$ cat src/rtl/sysreg_access_arbiter.sv
// Round-robin arbiter sharing the system-register star port between NREQ requesters,
// with privilege check, single bus strobe per transaction and read timeout.
module sysreg_access_arbiter #(
    parameter int unsigned NREQ      = 2,
    parameter int unsigned TIMEOUT   = 16,
    parameter logic [31:0] PRIV_MASK = 32'h400
) (
    input  logic                 clk,
    input  logic                 rst_n,
    input  logic [NREQ-1:0]      req_valid,
    output logic [NREQ-1:0]      req_ready,
    input  logic [NREQ-1:0]      req_write,
    input  logic [NREQ*5-1:0]    req_group,
    input  logic [NREQ*3-1:0]    req_regnum,
    input  logic [NREQ*2-1:0]    req_plevel,
    input  logic [NREQ*64-1:0]   req_wdata,
    output logic [NREQ-1:0]      rsp_valid,
    output logic [63:0]          rsp_rdata,
    output logic                 rsp_err,
    output logic                 sr_rd_en,
    output logic                 sr_wr_en,
    output logic [4:0]           sr_group,
    output logic [2:0]           sr_regnum,
    output logic [1:0]           sr_plevel,
    output logic [63:0]          sr_wr_val,
    input  logic                 sr_rd_valid,
    input  logic [63:0]          sr_rd_val
);

    localparam int unsigned   PW       = $clog2(NREQ);
    localparam int unsigned   PW1      = PW + 1;
    localparam int unsigned   CW       = $clog2(TIMEOUT) + 1;
    localparam logic [PW-1:0] LAST_IDX = PW'(NREQ - 1);
    localparam logic [PW:0]   NREQ_W   = PW1'(NREQ);
    localparam logic [CW-1:0] CNT_LAST = CW'(TIMEOUT - 1);

    typedef enum logic [1:0] {S_IDLE, S_ISSUE, S_WAIT, S_RESP} state_t;

    state_t          r_state;
    logic [PW-1:0]   r_ptr;
    logic [PW-1:0]   r_owner;
    logic            r_write;
    logic            r_denied;
    logic [CW-1:0]   r_cnt;
    logic            r_rd_en;
    logic            r_wr_en;
    logic [4:0]      r_group;
    logic [2:0]      r_regnum;
    logic [1:0]      r_plevel;
    logic [63:0]     r_wr_val;
    logic [NREQ-1:0] r_rsp_valid;
    logic [63:0]     r_rsp_rdata;
    logic            r_rsp_err;

    logic            w_found;
    logic [PW-1:0]   w_winner;
    logic [PW:0]     w_sum;
    logic [PW-1:0]   w_idx;
    logic            w_write;
    logic [4:0]      w_group;
    logic [2:0]      w_regnum;
    logic [1:0]      w_plevel;
    logic [63:0]     w_wdata;
    logic            w_denied;
    logic [NREQ-1:0] w_owner_oh;

    always_comb begin
        w_found  = 1'b0;
        w_winner = '0;
        w_sum    = '0;
        w_idx    = '0;
        for (int unsigned k = 0; k < NREQ; k++) begin
            w_sum = {1'b0, r_ptr} + PW1'(k);
            w_idx = (w_sum >= NREQ_W) ? PW'(w_sum - NREQ_W) : PW'(w_sum);
            if (!w_found && req_valid[w_idx]) begin
                w_found  = 1'b1;
                w_winner = w_idx;
            end
        end
    end

    always_comb begin
        w_write    = 1'b0;
        w_group    = '0;
        w_regnum   = '0;
        w_plevel   = '0;
        w_wdata    = '0;
        w_owner_oh = '0;
        req_ready  = '0;
        for (int unsigned i = 0; i < NREQ; i++) begin
            if (w_winner == PW'(i)) begin
                w_write  = req_write[i];
                w_group  = req_group[5*i +: 5];
                w_regnum = req_regnum[3*i +: 3];
                w_plevel = req_plevel[2*i +: 2];
                w_wdata  = req_wdata[64*i +: 64];
            end
            w_owner_oh[i] = (r_owner == PW'(i));
            req_ready[i]  = rst_n && (r_state == S_IDLE) && w_found && (w_winner == PW'(i));
        end
        w_denied = PRIV_MASK[w_group] && (w_plevel != 2'd0);
    end

    // Denied requests still spend the ISSUE cycle (strobes suppressed) so that
    // their response lands at the same handshake+2 slot as a write.
    always_ff @(posedge clk or negedge rst_n) begin
        if (!rst_n) begin
            r_state     <= S_IDLE;
            r_ptr       <= '0;
            r_owner     <= '0;
            r_write     <= 1'b0;
            r_denied    <= 1'b0;
            r_cnt       <= '0;
            r_rd_en     <= 1'b0;
            r_wr_en     <= 1'b0;
            r_group     <= '0;
            r_regnum    <= '0;
            r_plevel    <= '0;
            r_wr_val    <= '0;
            r_rsp_valid <= '0;
            r_rsp_rdata <= '0;
            r_rsp_err   <= 1'b0;
        end else begin
            r_rd_en     <= 1'b0;
            r_wr_en     <= 1'b0;
            r_rsp_valid <= '0;
            r_rsp_rdata <= '0;
            r_rsp_err   <= 1'b0;
            case (r_state)
                S_IDLE: begin
                    if (w_found) begin
                        r_owner  <= w_winner;
                        r_ptr    <= (w_winner == LAST_IDX) ? '0 : w_winner + 1'b1;
                        r_write  <= w_write;
                        r_denied <= w_denied;
                        r_group  <= w_group;
                        r_regnum <= w_regnum;
                        r_plevel <= w_plevel;
                        r_wr_val <= w_wdata;
                        r_wr_en  <= !w_denied && w_write;
                        r_rd_en  <= !w_denied && !w_write;
                        r_state  <= S_ISSUE;
                    end
                end
                S_ISSUE: begin
                    if (r_denied || r_write) begin
                        r_rsp_valid <= w_owner_oh;
                        r_rsp_err   <= r_denied;
                        r_state     <= S_RESP;
                    end else begin
                        r_cnt   <= '0;
                        r_state <= S_WAIT;
                    end
                end
                S_WAIT: begin
                    if (sr_rd_valid) begin
                        r_rsp_valid <= w_owner_oh;
                        r_rsp_rdata <= sr_rd_val;
                        r_state     <= S_RESP;
                    end else if (r_cnt == CNT_LAST) begin
                        r_rsp_valid <= w_owner_oh;
                        r_rsp_err   <= 1'b1;
                        r_state     <= S_RESP;
                    end else begin
                        r_cnt <= r_cnt + 1'b1;
                    end
                end
                S_RESP:  r_state <= S_IDLE;
                default: r_state <= S_IDLE;
            endcase
        end
    end

    assign rsp_valid = r_rsp_valid;
    assign rsp_rdata = r_rsp_rdata;
    assign rsp_err   = r_rsp_err;
    assign sr_rd_en  = r_rd_en;
    assign sr_wr_en  = r_wr_en;
    assign sr_group  = r_group;
    assign sr_regnum = r_regnum;
    assign sr_plevel = r_plevel;
    assign sr_wr_val = r_wr_val;

endmodule

$ cat config.mk
export PLATFORM = sky130hd
export DESIGN_NAME = sysreg_access_arbiter
export DESIGN_NICKNAME = d
export VERILOG_FILES = /design/src/rtl/sysreg_access_arbiter.sv
export SDC_FILE = /design/constraint.sdc
export NUM_CORES = 1
export LEC_CHECK = 0
export BUFFER_PORTS_ARGS = -buffer_cell sky130_fd_sc_hd__buf_2
export CORE_AREA = 2 2 142 144
export CTS_BUF_LIST = sky130_fd_sc_hd__clkbuf_4
export DETAILED_ROUTE_END_ITERATION = 6
export DIE_AREA = 0 0 144 146
export GPL_ROUTABILITY_DRIVEN = 1
export GPL_TIMING_DRIVEN = 0
export SLEW_MARGIN = 0
export SYNTH_ARGS = -nofsm -noshare
export SYNTH_HDL_FRONTEND = slang
export SYNTH_SLANG_ARGS = --single-unit
export TNS_END_PERCENT = 1
$ cat constraint.sdc
create_clock -name clk -period 1.8 [get_ports clk]
set_input_delay 0.09 -clock clk [delete_from_list [all_inputs] [get_ports clk]]
set_output_delay 0.09 -clock clk [all_outputs]
set_load 0.02 [all_outputs]
==> metrics, run 1 <==
status=finished with violations; failing checks=negative hold slack, negative setup slack; met2 usage=39.62%; Setup crit start kind=flop; Cells after Synth=551; CP startpoint=r_state[0]; grt total ovfl=0; multi-input combinational cell area=2088 sq um; Critical Path End Type=output port; Worst Setup Slack, final=-0.1182 ns; Num CTS Buffers=17; CTS H-Tree Depth=4; total wire length=23,960 um; Placed Instance Area=8249 sq um; DRC=0; Core ar.=19,330 sq um; Tightest Hold Check Type=in2async; Max Cap Viol=0; Post-Layout Inst Area=10,960 sq um; register bit total from synthesis=154; sequential cell area=3854 sq um; vias in the first global route=7,183; Max IR drop VDD=0.7640 mV; largest net degree at the start of global routing=88; antenna-violating nets left=0; gr usage total=22.55%; final core occ=56.69%; fmax=521.3 MHz; post-synthesis async set-or-reset flop share=100.0%; Port Buffers=363; clock sinks=154; final worst-path cycle share=106.6%; effective utilization at floorplan=31.36%; NumNets Final=1,386; Die X=144 um; Rel. slew slack=54.46%; Worst-Skew Late Latency=0.55 ns; Setup Skew=0.01409 ns; Lkg Pwr=5.993 nW; clk buf depth=2; Slew @ Worst Pin=0.6808 ns; io pins=364; hold slack=-0.5226 ns; grt peak-use layer=met2; share of cells above drive strength 1=38.36%; cell row count=51; CTS tree=done; Root Buffer=clkbuf_4; routability cong.=0.8422; die area=21,020 sq um; pwr/cell area=1302 nW/um^2; routing usage on met3=4.837%; Final Hold Vio Count=138; first-pass detailed-route iteration total=5; Syn Area/Cell=11.00 sq um; clock slew at reported path FFs=0.13 ns; number of flops mapped to enable cells by yosys=0; Post-Syn Area=6063 sq um; Seq/Total Area, Yosys=63.56%; Setup CP Type=reg2out; vias=6,717; DR WL/cell=16.65 um; met1 Use GR=26.15%; Crit path required time=1.71 ns; r2r startpoint=r_cnt[1]; most frequent cells in the layout=buf_2, dlygate4sd3_1, dfrtp_1, nand2_1, and3_1; fin. max-slew vios=0; vias per cell=4.668; commonest non-fill, non-tap cell in the layout=buf_2; first-pass GRT wire length=36,770 um; Post-Syn Nets=775; Finish-stage setup viols=2; Critical Path AT=1.83 ns; Synth cell types=32; ys flop type=dfrtp_1; antenna violations before repair=1; RSZ-0062 raised after global routing=yes; # fillers=1,638; Final min period=1.918 ns; Layout area overhead=80.79%; Final HPWL DP=14,900 um; YS warnings=0; CP max FO=3; Starting DRT DRC Count=259; Chip Height=146 um
[per-stage QoR]
step                hold WS, ns  setup slack, ns  std cells  TNS, ns  total power [mW]
finish                  -0.5226          -0.1182       1439  -0.1916             14.27
CTS                     -0.5469          -0.1702       1434  -0.3536             14.09
global placement         0.2782           -1.779       1179  -285.71             10.93
floorplan               -0.2056          0.06427        551        0             8.821
detailed placement      0.09044          -0.4170       1180   -17.72             11.04
global route            -0.5380          -0.2100       1439  -0.5052             15.20
[routing by layer]
metal,wire length (um),up-vias
li1,-,3124
met1,9370,3233
met2,12390,285
met3,1294,75
met4,907,0
met5,0,-
[cell usage after synthesis (all sizes together) (2+ instances only)]
cell type,number,area (sq um)
buf,16,97.59
nand2,153,574.3
nor3b,3,22.52
a22oi,67,553.0
dfrtp,154,3854
mux2i,8,80.08
and3,67,419.2
nor2b,3,18.77
a21o,2,15.01
nor2,4,15.01
o21ai,19,98.85
o2111ai,2,17.52
inv,6,22.52
nand2b,3,18.77
clkbuf,23,86.33
ha,5,62.56
and2,3,18.77
nand3,2,10.01
nand3b,2,15.01
a21oi,3,18.77
[what timing repair did]
| action | CTS | global route |
|---|---|---|
| setup endpoints to repair | 79 | 43 |
| resized for setup | 18 | 32 |
| hold buffers | 216 | 1 |
| buffers inserted | 9 | 3 |
| pin swaps | 1 | 3 |
| endpoints found under the hold margin | 302 | 85 |
[state kept, by name, indices dropped and copies added (netlist names)]
signal,count
sr_wr_en,1
sr_rd_en,1
r_state,2
r_write,1
sr_wr_val,64
sr_group,5
rsp_rdata,64
r_owner,1
r_cnt,5
r_ptr,1
sr_plevel,2
sr_regnum,3
rsp_valid,2
rsp_err,1
r_denied,1
[path summary, 6_finish.rpt]
| path | end | slack (ns) | cells past startpoint |
|---|---|---|---|
| worst max-delay path | req_ready[0] | -0.12 | 7 |
| worst min-delay path | rsp_rdata[14] | -0.52 | 1 |
| worst max register to register | r_state[0] | 0.05 | 7 |
| worst min register to register | r_ptr | 0.49 | 1 |
| max in group asynchronous | rsp_rdata[10] | 0.53 | 3 |
| min in group clk | r_state[1] | 0.10 | 5 |
[power by group]
part | switching [mW] | total (mW) | internal [mW]
clock | 1.28 | 2.43 | 1.15
combinational | 3.95 | 6.65 | 2.69
sequential | 0.602 | 5.20 | 4.60
total | 5.84 | 14.3 | 8.44
[layout make-up]
class	count	area share, %
Antenna cell	1	0.02283
Buffer	38	2.020
Clock buffer	20	1.370
Clock inverter	10	1.541
Inverter	6	0.2055
Multi-Input combinational cell	352	19.05
Sequential cell	154	35.16
Tap cell	265	3.025
Timing Repair Buffer	593	37.61
[cell families (layout without fill, tap and decap cells)]
group | count (synthesis) | after routing | share of synthesized area [%]
DFF | 154 | 154 | 63.56
buffers and inverters | 45 | 667 | 3.405
AOI/OAI and AO/OA | 98 | 98 | 12.24
adders and majority gates | 5 | 5 | 1.032
other | 0 | 1 | 0
and+or+nand+nor | 241 | 241 | 18.45
muxes | 8 | 8 | 1.321
[critical path, stage by stage (launching register included)]
cell and delay (ns):
dfrtp_1 0.42, inv_2 0.09, ha_4 0.16, o21ai_4 0.07, a21oi_4 0.18, buf_8 0.14
and2_4 0.13, buf_6 0.11
Power figures use the tool's default switching activity.
==> run 2, diff against run 1 <==
--- a/config.mk
+++ b/config.mk
@@ -5,13 +5,15 @@
 export SDC_FILE = /design/constraint.sdc
 export NUM_CORES = 1
 export LEC_CHECK = 0
+export ABC_AREA = 1
 export BUFFER_PORTS_ARGS = -buffer_cell sky130_fd_sc_hd__buf_2
-export CORE_AREA = 2 2 142 144
+export CORE_AREA = 2 2 141 143
 export CTS_BUF_LIST = sky130_fd_sc_hd__clkbuf_4
 export DETAILED_ROUTE_END_ITERATION = 6
-export DIE_AREA = 0 0 144 146
+export DIE_AREA = 0 0 143 145
 export GPL_ROUTABILITY_DRIVEN = 1
 export GPL_TIMING_DRIVEN = 0
+export PLACE_DENSITY = 0.67
 export SLEW_MARGIN = 0
 export SYNTH_ARGS = -nofsm -noshare
 export SYNTH_HDL_FRONTEND = slang
==> metrics, run 2 <==
Core ar.=19,210 sq um (-0.66%); final std cells w/o fill=1,618 (+12%); gr usage total=27.06% (+4.5 points); pwr/cell area=1289 nW/um^2 (-0.97%); antenna-violating nets left=0 (unchanged); fmax=527.9 MHz (+1.3%); simple-gate portion of the synthesized area=28.66% (+10 points); vias per cell=4.884 (+4.6%); share of cells above drive strength 1=33.75% (-4.6 points); YS warnings=0 (unchanged); Max IR drop VDD=0.5508 mV (-28%); Post-Synth Adder-Cell Area=0.9568% (-0.075 points); Tightest Hold Check Type=in2async; Critical Path AT=1.80 ns (-0.03 ns); hold slack=-0.5325 ns (-0.009941 ns); area share of the largest cell type after synthesis=58.94% (-4.6 points); Root Buffer=clkbuf_4; CTS tree=done; most frequent cell after synthesis=dfrtp_1; Rel. slew slack=57.68% (+3.2 points); Chip Height=145 um (-0.68%); number of flops mapped to enable cells by yosys=0 (unchanged); routability cong.=0.8341 (-0.96%); clock slew at reported path FFs=0.14 ns (about the same); # fillers=1,549 (-5.4%); Syn Area/Cell=8.994 sq um (-18%); CP top delay family=buffers and inverters; commonest non-fill, non-tap cell in the layout=buf_2; RSZ-0062 raised after global routing=yes; Tot Pwr=14.73 mW (+3.2%); Synth area leader=dfrtp_1; Final min period=1.894 ns (-0.02377 ns); antenna violations before repair=1 (unchanged); largest net degree at the start of global routing=81 (-8.0%); Worst Setup Slack, final=-0.09442 ns (+0.02377 ns); Setup crit start kind=flop; final worst-path cycle share=105.2% (-1.3 points); grt total ovfl=0 (unchanged); Worst-Skew Late Latency=0.55 ns (about the same); Lkg Pwr=6.222 nW (+3.8%); crit-path cells=inv_2 -> ha_4 -> buf_6 -> inv_2 -> nor2_4 -> buf_6 -> nand2_4 -> nor2_2 -> buf_4; Synth cell types=25 (-22%); Starting DRT DRC Count=468 (+81%); top post-synthesis cells by count=dfrtp_1, nand3_1, nand2_1, inv_1, nor2_1; Critical path buffers and inverters=5 (+2); effective utilization at floorplan=34.04% (+2.7 points); Num CTS Buffers=17 (unchanged); Slew @ Worst Pin=0.6348 ns (-0.04603 ns); post-synthesis compound-gate area fraction=2.105% (-10 points); Finish-stage setup viols=2 (unchanged); final core occ=59.49% (+2.8 points); crit-path max cell delay=0.42 ns (about the same); first-pass GRT wire length=43,550 um (+18%); Final Hold Vio Count=152 (+10%); Inst Count DP=1,356 (+15%); post-synthesis async set-or-reset flop share=100.0% (unchanged); status=finished with violations; register bit total from synthesis=154 (unchanged); vias in the first global route=8,337 (+16%); NumNets Final=1,563 (+13%); Final HPWL DP=18,010 um (+21%); DRC=8 (+8); Max Cap Viol=0 (unchanged); Setup CP Type=reg2out; Die X=143 um (-0.69%); vias=7,902 (+18%); clk buf depth=2 (unchanged); Seq/Total Area, Yosys=58.94% (-4.6 points); most frequent cells in the layout=buf_2, dlygate4sd3_1, dfrtp_1, nand3_1, nand2_1; Synth Area in XOR/XNOR=0.1339% (+0.13 points); clock sinks=154 (unchanged); total wire length=28,200 um (+18%); Post-Syn Nets=951 (+23%); cell row count=51 (unchanged); Critical Path End Type=output port; Post-Syn Area=6539 sq um (+7.8%); io pins=364 (unchanged); CTS H-Tree Depth=4 (unchanged); CP max FO=3 (unchanged); fin. max-slew vios=0 (unchanged); Layout area overhead=74.76%; Cells after Synth=727 (+32%); ys flop type=dfrtp_1; die area=20,740 sq um (-1.4%); failing checks=design-rule violations, negative hold slack, negative setup slack; Synth area leaders=dfrtp_1, nand3_1, nand4_1, nand2_1, inv_1; first-pass detailed-route iteration total=7 (+2); mux share of post-synthesis cell area=0.1531% (-1.2 points); largest family of logic cells by synthesized area=simple AND/OR/NAND/NOR gates; Setup Skew=0.02222 ns (+0.008128 ns); CP max stage cell=dfrtp_1; DR WL/cell=17.43 um (+4.7%); Crit path required time=1.71 ns (about the same); Port Buffers=363 (unchanged)
==> run 2: cell types whose count changed in the layout (fill, tap and decap cells not counted), moves of 7 or more <==
cell     previous run  this run
nand3_1             2       144
a22oi_2            12         0
nand2_1           153       106
nand4_1             1        67
and3_1             67         0
buf_2             365       376
a22oi_1            55         0
mux2i_1             8         1
inv_1               4        80
nor2_1              4        73
==> run 2: path summary, 6_finish.rpt <==
check                      cells past startpoint  slack (ns)             to          from
min                                            1       -0.53    sr_group[3]         rst_n
max in group asynchronous                      2        1.51  rsp_rdata[63]         rst_n
min reg2reg                                    1        0.44   rsp_valid[0]       r_owner
min in group clk                               7        0.13       r_denied  req_valid[1]
max                                            9       -0.09   req_ready[0]    r_state[1]
max reg2reg                                   10        0.01   sr_wr_val[3]    r_state[1]
==> run 2: layer usage <==
metal / share of wire [%] / global-route usage (%) / vias to the layer above
li1: - / - / 3620
met4: 4.5 / 13.17 / 0
met5: 0 / 0 / -
met2: 49 / 45.72 / 455
met3: 9.1 / 7.789 / 99
met1: 37 / 31.19 / 3728
==> run 2: worst register-to-register path, stage by stage (launching register included) <==
cell and delay [ns]:
dfrtp_1 0.39, inv_2 0.06, ha_4 0.15, buf_6 0.12
inv_2 0.06, nor2_4 0.03, buf_4 0.18, inv_2 0.11
clkbuf_1 0.40, nand2_1 0.13, nand3_1 0.11
==> run 2: what timing repair did <==
item                                    in CTS  in global routing
buffers inserted                             9                  0
pin swaps                                    3                  0
hold buffers                               221                  1
gates resized for setup                     32                 17
endpoints found under the setup margin      90                 77
hold endpoints to repair                   289                 76
==> run 2: cell type report <==
type | instances | area [sq um] | share of cell area [%]
Sequential cell | 154 | 3854 | 33.72
Timing Repair Buffer | 594 | 4139 | 36.22
Inverter | 85 | 319.1 | 2.792
Clock inverter | 14 | 177.7 | 1.555
Tap cell | 265 | 331.6 | 2.902
Antenna cell | 2 | 5.005 | 0.04380
Buffer | 55 | 322.8 | 2.825
Clock buffer | 17 | 127.6 | 1.117
Multi-Input combinational cell | 432 | 2151 | 18.82
==> run 2: where the power goes <==
| group | switching (mW) | total, mW | internal (mW) |
|---|---|---|---|
| combinational | 4.70 | 7.26 | 2.56 |
| sequential | 0.553 | 5.14 | 4.59 |
| clock | 1.45 | 2.33 | 0.879 |
==> run 2: kinds of logic after synthesis <==
| family | Yosys count |
|---|---|
| AND/OR/NAND/NOR | 401 |
| flip-flops | 154 |
| buffers and inverters | 141 |
| AO/OA/AOI/OAI | 24 |
| adder cells (fa/ha/maj) | 5 |
| XOR/XNOR | 1 |
| multiplexers | 1 |
==> run 2: stage by stage <==
step | instance area, sq um | TNS, ns | setup slack [ns]
floorplan | 6539 | 0 | 0.1302
global placement | 8687 | -289.65 | -1.796
detailed placement | 8725 | -14.71 | -0.2850
CTS | 11400 | -0.3875 | -0.1485
global route | 11430 | -3.432 | -0.2131
finish | 11430 | -0.1796 | -0.09442
==> run 3, diff against run 2 <==
--- a/config.mk
+++ b/config.mk
@@ -5,15 +5,12 @@
 export SDC_FILE = /design/constraint.sdc
 export NUM_CORES = 1
 export LEC_CHECK = 0
-export ABC_AREA = 1
 export BUFFER_PORTS_ARGS = -buffer_cell sky130_fd_sc_hd__buf_2
-export CORE_AREA = 2 2 141 143
+export CORE_AREA = 2 2 142 144
 export CTS_BUF_LIST = sky130_fd_sc_hd__clkbuf_4
 export DETAILED_ROUTE_END_ITERATION = 6
-export DIE_AREA = 0 0 143 145
+export DIE_AREA = 0 0 144 146
 export GPL_ROUTABILITY_DRIVEN = 1
-export GPL_TIMING_DRIVEN = 0
-export PLACE_DENSITY = 0.67
 export SLEW_MARGIN = 0
 export SYNTH_ARGS = -nofsm -noshare
 export SYNTH_HDL_FRONTEND = slang
==> metrics, run 3 (synthesis results as in run 1) <==
Worst Setup Slack, final=0.0009484 ns (+0.09537 ns); first-pass GRT wire length=35,580 um (-18%); share of cells above drive strength 1=38.49% (+4.7 points); Final Hold Vio Count=0 (-100%); Slew @ Worst Pin=0.5890 ns (-0.04583 ns); CP max FO=3 (unchanged); Crit path required time=1.71 ns (about the same); Critical Path AT=1.71 ns (-0.09 ns); Finish-stage setup viols=0 (-2); io pins=364 (unchanged); routability cong.=0.8865 (+6.3%); die area=21,020 sq um (+1.4%); vias in the first global route=7,076 (-15%); clk buf depth=2 (unchanged); fmax=555.8 MHz (+5.3%); Num CTS Buffers=17 (unchanged); CTS tree=done; Setup Skew=0.03474 ns (+0.01252 ns); Rel. slew slack=60.61% (+2.9 points); Max IR drop VDD=0.6579 mV (+19%); clock sinks=154 (unchanged); RSZ-0062 raised after global routing=yes; Max Cap Viol=0 (unchanged); first-pass detailed-route iteration total=5 (-2); Tot Pwr=13.90 mW (-5.7%); crit-path max cell delay=0.40 ns (-0.02 ns); Final HPWL DP=13,460 um (-25%); Starting DRT DRC Count=246 (-47%); pwr/cell area=1259 nW/um^2 (-2.4%); final worst-path cycle share=99.95% (-5.3 points); crit-path cells=inv_2 -> ha_4 -> o21ai_4 -> a21oi_4 -> buf_12 -> and2_4 -> buf_6; antenna-violating nets left=0 (unchanged); effective utilization at floorplan=31.36% (-2.7 points); Die X=144 um (+0.70%); clock slew at reported path FFs=0.12 ns (-0.02 ns); largest net degree at the start of global routing=76 (-6.2%); Critical Path End Type=output port; Lkg Pwr=6.044 nW (-2.9%); CTS H-Tree Depth=4 (unchanged); Layout area overhead=82.15%; total wire length=22,780 um (-19%); Root Buffer=clkbuf_4; antenna violations before repair=2 (+1); worst slack, placed=0.007251 ns (+0.2923 ns); commonest non-fill, non-tap cell in the layout=buf_2; vias per cell=4.572 (-6.4%); Final min period=1.799 ns (-0.09537 ns); vias=6,566 (-17%); CP max stage cell=dfrtp_1; grt total ovfl=0 (unchanged); most frequent cells in the layout=buf_2, dlygate4sd3_1, dfrtp_1, nand2_1, and3_1; fin. max-slew vios=0 (unchanged); Setup crit start kind=flop; DR WL/cell=15.86 um (-9.0%); cell row count=51 (unchanged); gr usage total=21.46% (-5.6 points); Chip Height=146 um (+0.69%); DRC=0 (-8); Worst-Skew Late Latency=0.54 ns (about the same); Setup CP Type=reg2out; NumNets Final=1,380 (-12%); Core ar.=19,330 sq um (+0.66%); status=complete, no violations; Port Buffers=363 (unchanged); Tightest Hold Check Type=in2reg
-- run 3: per-stage QoR --
step | TNS, ns | util, % | hold slack (ns) | std cells | instance area (sq um)
floorplan | 0 | - | -0.2056 | 551 | 6063
global placement | 0 | 43.03 | -0.05264 | 1164 | 8320
detailed placement | 0 | 43.03 | -0.05421 | 1164 | 8320
CTS | -0.1676 | 56.85 | 0.05846 | 1432 | 10990
global route | -0.2956 | 57.12 | 0.1006 | 1436 | 11040
finish | 0 | 57.12 | 0.1142 | 1436 | 11040
-- run 3: report_power, final --
group / total [mW] / switching (mW) / internal, mW
Combinational: 6.71 / 3.87 / 2.85
Sequential: 5.20 / 0.605 / 4.60
Clock: 1.98 / 1.29 / 0.699
Total: 13.9 / 5.76 / 8.14
-- run 3: cell type report --
class	count	area (sq um)
Timing Repair Buffer	625	4501
Sequential cell	154	3854
Clock buffer	18	135.1
Inverter	6	22.52
Fill cell	1654	8290
Tap cell	265	331.6
Multi-Input combinational cell	352	2074
Clock inverter	14	121.4
Antenna cell	2	5.005
-- run 3: worst max-delay path, delay by kind of cell, from the launching register on --
family,cells,cell delay (ns)
AOI/OAI and AO/OA,2,0.19
adders and majority gates,1,0.16
buffers and inverters,3,0.30
DFF,1,0.40
and+or+nand+nor,1,0.13
-- run 3: repair_timing --
| action | CTS | global route |
|---|---|---|
| gates resized for setup | 14 | 10 |
| cloned | 1 | 0 |
| hold buffers | 228 | 0 |
| pin swaps | 1 | 1 |
| buffers inserted | 7 | 2 |
| hold endpoints to repair | 297 | 0 |
| endpoints found under the setup margin | 4 | 13 |
-- run 3: routing by layer --
| metal | vias up | global-route usage, % | part of all wire [%] | wire length, um |
|---|---|---|---|---|
| met4 | 0 | 9.020 | 3.2 | 735 |
| li1 | 3107 | - | - | - |
| met5 | - | 0 | 0 | 0 |
| met3 | 60 | 5.397 | 6.1 | 1399 |
| met2 | 287 | 38.29 | 53 | 12000 |
| met1 | 3112 | 24.11 | 38 | 8639 |
-- run 3: final timing paths --
path / start / end / slack [ns] / depth (start not counted)
worst max-delay path: r_state[0] / req_ready[0] / 0.0009 / 7
worst min-delay path: req_valid[0] / r_state[1] / 0.11 / 5
worst max register to register: r_state[0] / rsp_rdata[11] / 0.10 / 6
worst min register to register: r_owner / rsp_valid[0] / 0.45 / 1
max in group asynchronous: rst_n / sr_wr_val[30] / 0.65 / 3
min in group asynchronous: rst_n / r_ptr / 0.22 / 3
